File: src/rtl/poly_ctrl_pkg.sv
// Shared types and encodings for the Horner-rule polynomial controller.
// Holds the FSM state encoding, the datapath select encodings and the
// state-to-strobe decode used by poly_horner_ctrl.
package poly_ctrl_pkg;

    // Controller states: one pass is LOADX, INIT, (MUL, ADD) x DEGREE, DONE
    typedef enum logic [2:0] {
        IDLE  = 3'd0,
        LOADX = 3'd1,
        INIT  = 3'd2,
        MUL   = 3'd3,
        ADD   = 3'd4,
        DONE  = 3'd5
    } state_t;

    // ALU operation select (operand A is always ACC)
    localparam logic ALU_ADD = 1'b0;
    localparam logic ALU_MUL = 1'b1;

    // ACC load source select
    localparam logic SRC_ALU  = 1'b0;
    localparam logic SRC_COEF = 1'b1;

    // ALU operand B select
    localparam logic BSEL_X    = 1'b0;
    localparam logic BSEL_COEF = 1'b1;

    // Single-bit control strobes towards the datapath, bundled so the
    // whole decode can be defaulted to zero in one assignment.
    typedef struct packed {
        logic busy;
        logic done;
        logic load_x;
        logic load_acc;
        logic acc_src;
        logic alu_op;
        logic alu_b_sel;
    } ctrl_t;

    // States during which an evaluation is in flight (and may be aborted)
    function automatic logic is_busy_state(input state_t s);
        return (s == LOADX) || (s == INIT) || (s == MUL) || (s == ADD);
    endfunction

    // Moore decode of the single-bit strobes; anything not named is zero.
    function automatic ctrl_t decode_ctrl(input state_t s);
        ctrl_t c;
        c = '0;
        c.busy = is_busy_state(s);
        case (s)
            LOADX: begin
                c.load_x = 1'b1;
            end
            INIT: begin
                c.load_acc = 1'b1;
                c.acc_src  = SRC_COEF;
            end
            MUL: begin
                c.load_acc  = 1'b1;
                c.acc_src   = SRC_ALU;
                c.alu_op    = ALU_MUL;
                c.alu_b_sel = BSEL_X;
            end
            ADD: begin
                c.load_acc  = 1'b1;
                c.acc_src   = SRC_ALU;
                c.alu_op    = ALU_ADD;
                c.alu_b_sel = BSEL_COEF;
            end
            DONE: begin
                c.done = 1'b1;
            end
            default: begin
                c = '0;
            end
        endcase
        return c;
    endfunction

endpackage

File: src/rtl/poly_idx_counter.sv
// Coefficient index down-counter for the Horner controller.
// Loads a start value, decrements on request and reports zero.
// It saturates at zero: a decrement request at zero is ignored, so the
// index can never wrap to the top of its range.
module poly_idx_counter #(
    parameter int WIDTH = 2
) (
    input  logic             clk,
    input  logic             reset,
    input  logic             load,
    input  logic [WIDTH-1:0] load_value,
    input  logic             dec,
    output logic [WIDTH-1:0] count,
    output logic             zero
);

    // Index register: reset clears, load has priority over decrement
    always_ff @(posedge clk) begin
        if (reset) begin
            count <= '0;
        end else if (load) begin
            count <= load_value;
        end else if (dec && (count != '0)) begin
            count <= count - WIDTH'(1);
        end
    end

    // Zero flag tells the FSM the constant term has just been added
    always_comb begin
        zero = (count == '0);
    end

endmodule

File: src/rtl/poly_horner_ctrl.sv
// Horner-rule polynomial evaluation controller.
// Sequences an external datapath (X register, ACC register, shared ALU,
// coefficient mux/ROM) to compute
//     y = c[D]*x^D + ... + c[1]*x + c[0]
// as ACC = c[D]; then repeatedly ACC = ACC*X; ACC = ACC + c[k] for
// k = D-1 down to 0. Handshake is start/busy/done.
// Optional build macro POLY_CTRL_ABORT_EN adds an abort input that drops
// an in-flight evaluation back to IDLE without a done pulse.
module poly_horner_ctrl #(
    parameter int DEGREE = 2,
    parameter int IDX_W  = $clog2(DEGREE + 1)
) (
    input  logic             clk,
    input  logic             reset,
    input  logic             start,
`ifdef POLY_CTRL_ABORT_EN
    input  logic             abort,
`endif
    output logic             busy,
    output logic             done,
    output logic             load_x,
    output logic             load_acc,
    output logic             acc_src,
    output logic             alu_op,
    output logic             alu_b_sel,
    output logic [IDX_W-1:0] coef_idx
);

    import poly_ctrl_pkg::*;

    // Leading coefficient index, and the first index used by an ADD step
    localparam logic [IDX_W-1:0] IDX_TOP   = IDX_W'(DEGREE);
    localparam logic [IDX_W-1:0] IDX_FIRST = IDX_W'(DEGREE - 1);

    state_t           state;
    state_t           next_state;
    logic [IDX_W-1:0] k;
    logic             k_zero;
    logic             k_load;
    logic             k_dec;
    ctrl_t            ctrl;

    // Index counter k: loaded in INIT, stepped down after each non-final ADD
    poly_idx_counter #(
        .WIDTH (IDX_W)
    ) u_idx_counter (
        .clk        (clk),
        .reset      (reset),
        .load       (k_load),
        .load_value (IDX_FIRST),
        .dec        (k_dec),
        .count      (k),
        .zero       (k_zero)
    );

    // State register; a synchronous reset abandons any evaluation silently
    always_ff @(posedge clk) begin
        if (reset) begin
            state <= IDLE;
        end else begin
            state <= next_state;
        end
    end

    // Next-state logic; start is only looked at in IDLE so it is never queued
    always_comb begin
        next_state = state;
        unique case (state)
            IDLE: begin
                if (start) begin
                    next_state = LOADX;
                end
            end
            LOADX: begin
                next_state = INIT;
            end
            INIT: begin
                next_state = MUL;
            end
            MUL: begin
                next_state = ADD;
            end
            ADD: begin
                if (k_zero) begin
                    next_state = DONE;
                end else begin
                    next_state = MUL;
                end
            end
            DONE: begin
                next_state = IDLE;
            end
            default: begin
                next_state = IDLE;
            end
        endcase
`ifdef POLY_CTRL_ABORT_EN
        if (abort && is_busy_state(state)) begin
            next_state = IDLE;
        end
`endif
    end

    // Counter control; the decrement is skipped at zero so k never wraps
    always_comb begin
        k_load = 1'b0;
        k_dec  = 1'b0;
        if (state == INIT) begin
            k_load = 1'b1;
        end
        if ((state == ADD) && !k_zero) begin
            k_dec = 1'b1;
        end
    end

    // Moore output decode from the registered state and k only
    always_comb begin
        ctrl     = decode_ctrl(state);
        coef_idx = '0;
        if (state == INIT) begin
            coef_idx = IDX_TOP;
        end else if (state == ADD) begin
            coef_idx = k;
        end
    end

    // Fan the decoded strobe bundle out onto the individual ports
    always_comb begin
        busy      = ctrl.busy;
        done      = ctrl.done;
        load_x    = ctrl.load_x;
        load_acc  = ctrl.load_acc;
        acc_src   = ctrl.acc_src;
        alu_op    = ctrl.alu_op;
        alu_b_sel = ctrl.alu_b_sel;
    end

endmodule

File: config.mk
export PLATFORM = sky130hd
export DESIGN_NAME = poly_horner_ctrl
export DESIGN_NICKNAME = d
export VERILOG_FILES = /design/src/rtl/poly_ctrl_pkg.sv /design/src/rtl/poly_idx_counter.sv /design/src/rtl/poly_horner_ctrl.sv
export SDC_FILE = /design/constraint.sdc
export NUM_CORES = 1
export LEC_CHECK = 0
export CAP_MARGIN = 20
export CORE_AREA = 2 2 39 41
export DETAILED_ROUTE_END_ITERATION = 8
export DIE_AREA = 0 0 41 43
export PLACE_DENSITY = 0.51
export SLEW_MARGIN = 5
export SYNTH_ARGS = -nofsm -noshare
export SYNTH_HDL_FRONTEND = slang
export SYNTH_SLANG_ARGS = --single-unit
File: constraint.sdc
create_clock -name clk -period 1.41 [get_ports clk]
set_input_delay 0.282 -clock clk [delete_from_list [all_inputs] [get_ports clk]]
set_output_delay 0.282 -clock clk [all_outputs]
set_load 0.02 [all_outputs]
==> results of run 1 <==
## placed cells by master (no fill, tap or decap)
cell type | Yosys | layout
dfxtp_1 | 5 | 1
nor3_2 | 0 | 1
ha_4 | 0 | 1
inv_2 | 0 | 1
clkdlybuf4s50_1 | 0 | 2
nor2b_4 | 0 | 1
nor3_1 | 3 | 2
nor4b_4 | 1 | 1
xor2_1 | 1 | 1
nor4_2 | 0 | 1
nor2_2 | 1 | 2
a22oi_1 | 1 | 1
buf_6 | 2 | 3
nor3b_4 | 0 | 1
dfxtp_2 | 0 | 1
a2111oi_2 | 1 | 1
dlygate4sd2_1 | 0 | 1
clkbuf_1 | 0 | 1
a2111oi_0 | 1 | 1
and2_4 | 0 | 1
a21o_1 | 1 | 1
inv_1 | 4 | 3
buf_2 | 0 | 2
dfxtp_4 | 0 | 3
nand2b_1 | 2 | 1
buf_4 | 1 | 18
nor2_1 | 4 | 3
nand2b_4 | 0 | 1
a21oi_1 | 2 | 2
or2_4 | 0 | 2
o21ai_0 | 1 | 1
clkbuf_4 | 0 | 3
and2_1 | 2 | 1
nor4_1 | 2 | 1
## area by class of cell
| type | instances | area share |
|---|---|---|
| timing repair buffer | 26 | 0.324 |
| inverter | 4 | 0.0234 |
| multi-input combinational | 28 | 0.404 |
| tap | 16 | 0.0313 |
| sequential | 5 | 0.176 |
| clock buffer | 4 | 0.0410 |
## stage by stage
| step | util | cell area [µm²] |
|---|---|---|
| floorplan | - | 369 |
| global placement | 0.412 | 571 |
| detailed placement | 0.412 | 571 |
| CTS | 0.439 | 608 |
| global route | 0.463 | 641 |
| finish | 0.463 | 641 |
## sequential cells by signal, summed over array words and instances (netlist names)
signal / cells
state: 3
u_idx_counter.count: 2
## worst reg2reg max path, delay by kind of cell, from the launching register on
| kind | cells | cell delay, ns |
|---|---|---|
| buffers and inverters | 1 | 0.07 |
| flip-flops | 1 | 0.35 |
| AO/OA/AOI/OAI | 1 | 0.20 |
| AND/OR/NAND/NOR | 2 | 0.36 |
| adder cells (fa/ha/maj) | 1 | 0.18 |
## worst max-delay path by stage
stage / startpoint / to / slack [ns]
floorplan: state[2]$_SDFFE_PP0P_ / busy / -0.01
global placement: state[1]$_SDFFE_PP0P_ / coef_idx[1] / -0.35
detailed placement: state[1]$_SDFFE_PP0P_ / coef_idx[1] / -0.36
CTS: state[1]$_SDFFE_PP0P_ / busy / -0.20
global route: state[2]$_SDFFE_PP0P_ / busy / -0.23
finish: state[1]$_SDFFE_PP0P_ / busy / -0.19
## cell families after synthesis
logic type,count (synthesis),synth area share
buf+inv,7,0.131
flops,5,0.291
fa+ha+maj,1,0.0364
xor+xnor,1,0.0255
compound gates,7,0.156
simple gates,19,0.360
## metal layers
metal	routed length, µm	up-vias	share of wire
met1	405	164	0.45
met2	451	8	0.50
met3	43	2	0.047
met4	6	0	0.0066
met5	0	-	0
li1	-	192	-
## what timing repair did
| action | CTS | global route |
|---|---|---|
| endpoints found under the setup margin | 11 | 11 |
| hold endpoints to repair | 0 | 0 |
| cloned | 0 | 0 |
| setup buffers | 0 | 1 |
| pin swaps | 1 | 5 |
| resized for setup | 42 | 16 |
## power breakdown
part,switching [mW],internal (mW)
Clock,0.0619,0.107
Sequential,0.0163,0.156
Combinational,0.126,0.153
Total,0.204,0.416
==> results.md, run 1 <==
- Status: finished with violations
- Failing checks: negative setup slack
- RD Place Congestion: 0.680
- Setup Skew: 0.000728 ns
- Placed cells: approximately 80
- Clock Latency Late Sink: 0.24 ns
- Final setup violation count: 3
- Initial DRC count: 5
- Yosys reg bits: 5
- DP Wirelength: between 600 and 700 µm
- Number of unique standard cell types used by synthesis: 22
- RSZ-0062 raised after global routing: yes
- Width of the die: 41 µm
- CP required: between 1 and 1.5 ns
- Die ar.: around 1800 µm²
- Clock transition at path regs: 0.04 ns
- LEAKAGE: about 0.28 nW
- Syn_nets: 44
- VDD IR-drop max: approximately 0.43 mV
- Synth warn: 0
- Post-synth EDFFs: 0
- Worst Setup Slack post-DPL: -0.360 ns
- Synth Instances: 40
- Final min period: 1.60 ns
- GRT overflow: 0
- I/O pin count: 12
- Core area: 1380 µm²
- Crit path buf inv count: 1
- Post-synth top flop: dfxtp_1
- Post-synth top area cell: dfxtp_1
- Hold Crit Depth: 2
- Yosys top cell area share: 0.291
- PortBufs: 11
- Total Wirelength: 908 µm
- CP top delay family: simple AND/OR/NAND/NOR gates
- Setup TNS: -0.424 ns
- Critical-path maximum fanout: 4
- Vias in the first global route: 370
- Maximum clock frequency: 625 MHz
- Initial antenna violation count: 0
- Largest net degree at the start of global routing: 9
- Met3 GRT Util: 0.0157
- Clock sinks: 5
- Hold WS: 0.523 ns
- Worst reg2reg startpoint: u_idx_counter.count[0]$_SDFFE_PP0P_
- Hold path endpoint: u_idx_counter.count[1]$_SDFFE_PP0P_
- CP Cell Sequence: nor2b_4 > or2_4 > or2_4 > buf_6
- Crit path kind: reg2out
- GR Util met1: 0.164
- Flop-to-flop setup slack: 0.14 ns
- Tcrit/Tclk final: 1.14
- CTS tree: done
- Footprint of the multi-input gates: 259 µm²
- Synth-to-Final Area Change: 86.2%
- Worst Reg-to-Reg Cells: 5
- First-pass GRT wire length: 1550 µm
- Root Driver: clkbuf_4
- Clock Path Buffers: 2
- CP max stage cell: dfxtp_4
- Fin worst setup slack: -0.191 ns
- Die Y: 43 µm
- Total track usage: 0.131
- Synth top area cells: dfxtp_1 (29%), nor4b_4 (6.9%), buf_6 (6.5%), nor3_1 (4.4%), a2111oi_2 (4.4%)
- Asr flop ratio synth: 0
- Grt met2 use: 0.191
- CTS Buf Count: 3
- Crit path depth: 4
- Fill cells: 149
- Worst hold path type: reg2reg
- Max-Cap Viols: 0
- Vias/cell: 4.41
- Final nets: 72
- Slew Viols, Final: 0
- Fin cells: between 80 and 90
- Worst-margin pin slew: 0.317 ns
- Most instantiated library cell after synthesis: dfxtp_1
- CP startpoint kind: flop
- Top cells by count, synth: dfxtp_1 (5), inv_1 (4), nor2_1 (4), nor3_1 (3)
- Layout cells sized above 1: 0.657
- Crit-path most repeated cell: or2_4
- Pwr dens: 968 nW/µm²
- FF/Latch Area: 113 µm²
- Htree depth: 1
- Syn_area_per_cell: 8.60 µm²
- R2r endpoint: u_idx_counter.count[1]$_SDFFE_PP0P_
- Drt wl/cell: roughly 11 µm
- Drt drc: 0
- Design Power: 620 µW
- Final hold viol count: 0
- Worst hold path startpoint: u_idx_counter.count[1]$_SDFFE_PP0P_
- Worst EP arrival: 1.32 ns
- Critical Path Sink Type: primary output
- Vias post-DR: 366
- Final ANT Viol Nets: 0
- Largest stage delay, worst path: 0.35 ns
- Most Crowded Layer GR: met2
- Initial core utilization: 0.249
- Seq/Total Area, Yosys: 0.291
- CTS Hold Bufs: 0
- Pre-antenna DRT Iters: 2
- Ant diodes: 0
- Row cnt: 14
- Slew margin rel.: 0.783
- Post-synthesis cell area: 344 µm²
Power figures use the tool's default switching activity.
==> run 2: changes to the inputs <==
Settings changed: SLEW_MARGIN 5 to not set.
==> results of run 2 <==
The final DEF is identical to that of run 1; final timing and power are the same.
==> run 3: changes to the inputs <==
Settings changed: CORE_AREA 2 2 39 41 to 10 10 47 49, DIE_AREA 0 0 41 43 to 0 0 57 59, PLACE_DENSITY 0.51 to 0.49.
Clock period 1.41 ns to 1.6 ns, I/O delays scaled along.
==> results.md, run 3 (synthesized netlist as in run 1, its figures left out) <==
- Placed cells: 74
- CP top delay family: simple AND/OR/NAND/NOR gates
- VDD IR-drop max: 0.379 mV
- Pre-antenna DRT Iters: 2
- Width of the die: 57 µm
- Final nets: 67
- Worst hold path type: reg2reg
- Final setup violation count: 1
- Design Power: 500 µW
- Clock Path Buffers: 2
- Most frequent cells in the layout: buf_4 (11), inv_1 (4), nor2_1 (4)
- Htree depth: 1
- PortBufs: 11
- Setup Skew: 0.00382 ns
- Maximum clock frequency: 621 MHz
- Pwr dens: 925 nW/µm²
- R2r endpoint: u_idx_counter.count[1]$_SDFFE_PP0P_
- Grt met2 use: 0.0884
- Clock transition at path regs: 0.05 ns
- Fin worst setup slack: -0.00919 ns
- Worst EP arrival: roughly 1.3 ns
- Crit path launch: state[2]$_SDFFE_PP0P_
- Vias/cell: 4.41
- Flop-to-flop setup slack: 0.16 ns
- Largest stage delay, worst path: 0.33 ns
- Top reg by flops: state
- RD Place Congestion: 0.762
- Vias post-DR: between 300 and 400
- CP Cell Sequence: nor3b_4 > or2_1 > or2_1 > buf_6
- Setup TNS: -0.00919 ns
- Final min period: 1.61 ns
- Drt drc: 0
- DP Wirelength: 717 µm
- Worst Reg-to-Reg Cells: 5
- Crit path depth: 4
- Clock sinks: 5
- CP required: 1.28 ns
- Tcrit/Tclk final: 1.01
- LEAKAGE: 0.241 nW
- Failing checks: negative setup slack
- Die ar.: 3360 µm²
- Final hold viol count: 0
- Most Crowded Layer GR: met2
- Crit path buf inv count: 1
- Root Driver: clkbuf_4
- Setup Buffers After CTS: 0
- Clock Latency Late Sink: 0.25 ns
- Fin cells: 78
- Largest net degree at the start of global routing: 9
- Status: finished with violations
- CTS Hold Bufs: 0
- Slew margin rel.: 0.764
- Total track usage: 0.0615
- Slew Viols, Final: 0
- CTS Buf Count: 3
- Worst Setup Slack post-DPL: -0.207 ns
- Worst-margin pin slew: 0.345 ns
- CP max stage cell: dfxtp_2
- GR Util met1: 0.0634
- Layout cells sized above 1: 0.484
- Max reg flops: 3
- Core area: 1400 µm²
- CP startpoint kind: flop
- First-pass GRT wire length: roughly 1600 µm
- Initial core utilization: 0.246
- Final ANT Viol Nets: 0
- Row cnt: 14
- Critical-path maximum fanout: 3
- Synth-to-Final Area Change: 57.1%
- CTS tree: done
- Max-Cap Viols: 0
- Crit-path most repeated cell: or2_1
- Worst reg2reg startpoint: u_idx_counter.count[0]$_SDFFE_PP0P_
- Initial DRC count: 1
- Setup crit end: busy
- I/O pin count: 12
- Largest regs: state: 3 flops, u_idx_counter.count: 2 flops
- Total Wirelength: 923 µm
- Commonest non-fill, non-tap cell in the layout: buf_4
- Ant diodes: 0
- Crit path kind: reg2out
- Drt wl/cell: 11.8 µm
- RSZ-0062 raised after global routing: yes
- Initial antenna violation count: 0
- Met3 GRT Util: 0.0300
- Die Y: around 59 µm
- GRT overflow: 0
- Vias in the first global route: 377
- Critical Path Sink Type: primary output
[run 3: worst register-to-register path, cell delays in order, from the launching register on]
cell and delay [ns]:
dfxtp_1 0.34, inv_1 0.08, ha_1 0.25, nor4b_4 0.28, nor2_2 0.06, a2111oi_2 0.32
[run 3: layer usage]
| layer | vias to the layer above | wire, µm | share of wire |
|---|---|---|---|
| met5 | - | 0 | 0 |
| met4 | 0 | 29 | 0.031 |
| met3 | 4 | 71 | 0.077 |
| met2 | 11 | 404 | 0.44 |
| met1 | 147 | 417 | 0.45 |
| li1 | 182 | - | - |
[run 3: final cells by class]
type	instances	area, µm²
sequential	5	104
tap	16	20.0
clock buffer	4	26.3
multi-input combinational	28	223
inverter	4	15.0
fill	173	861
timing repair buffer	21	153
[run 3: repair_timing]
action                     CTS  global route
resized for setup           33             7
pin swaps                    1             0
setup endpoints to repair    9             8
gates cloned                 0             0
[run 3: report_power, final]
part,switching (mW),internal [mW]
Sequential,0.0133,0.138
Clock,0.0605,0.0949
Combinational,0.0994,0.0939
[run 3: worst min path at each step]
stage / startpoint / cells past startpoint / slack, ns / end
2_1_floorplan: reset / 1 / 0.39 / state[1]$_SDFFE_PP0P_
3_3_place_gp: u_idx_counter.count[1]$_SDFFE_PP0P_ / 2 / 0.53 / u_idx_counter.count[1]$_SDFFE_PP0P_
3_5_place_dp: u_idx_counter.count[0]$_SDFFE_PP0P_ / 2 / 0.53 / u_idx_counter.count[0]$_SDFFE_PP0P_
4_1_cts: u_idx_counter.count[0]$_SDFFE_PP0P_ / 2 / 0.54 / u_idx_counter.count[0]$_SDFFE_PP0P_
5_1_grt: u_idx_counter.count[0]$_SDFFE_PP0P_ / 2 / 0.56 / u_idx_counter.count[0]$_SDFFE_PP0P_
6_report: u_idx_counter.count[0]$_SDFFE_PP0P_ / 2 / 0.54 / u_idx_counter.count[0]$_SDFFE_PP0P_
[run 3: metrics by stage]
stage | hold WS (ns) | cell area (µm²) | util
after floorplan | 0.392 | 355 | -
after CTS | 0.539 | 553 | 0.395
final | 0.536 | 541 | 0.386
after detailed placement | 0.532 | 531 | 0.379
after global routing | 0.558 | 541 | 0.386
after global placement | 0.531 | 531 | 0.379
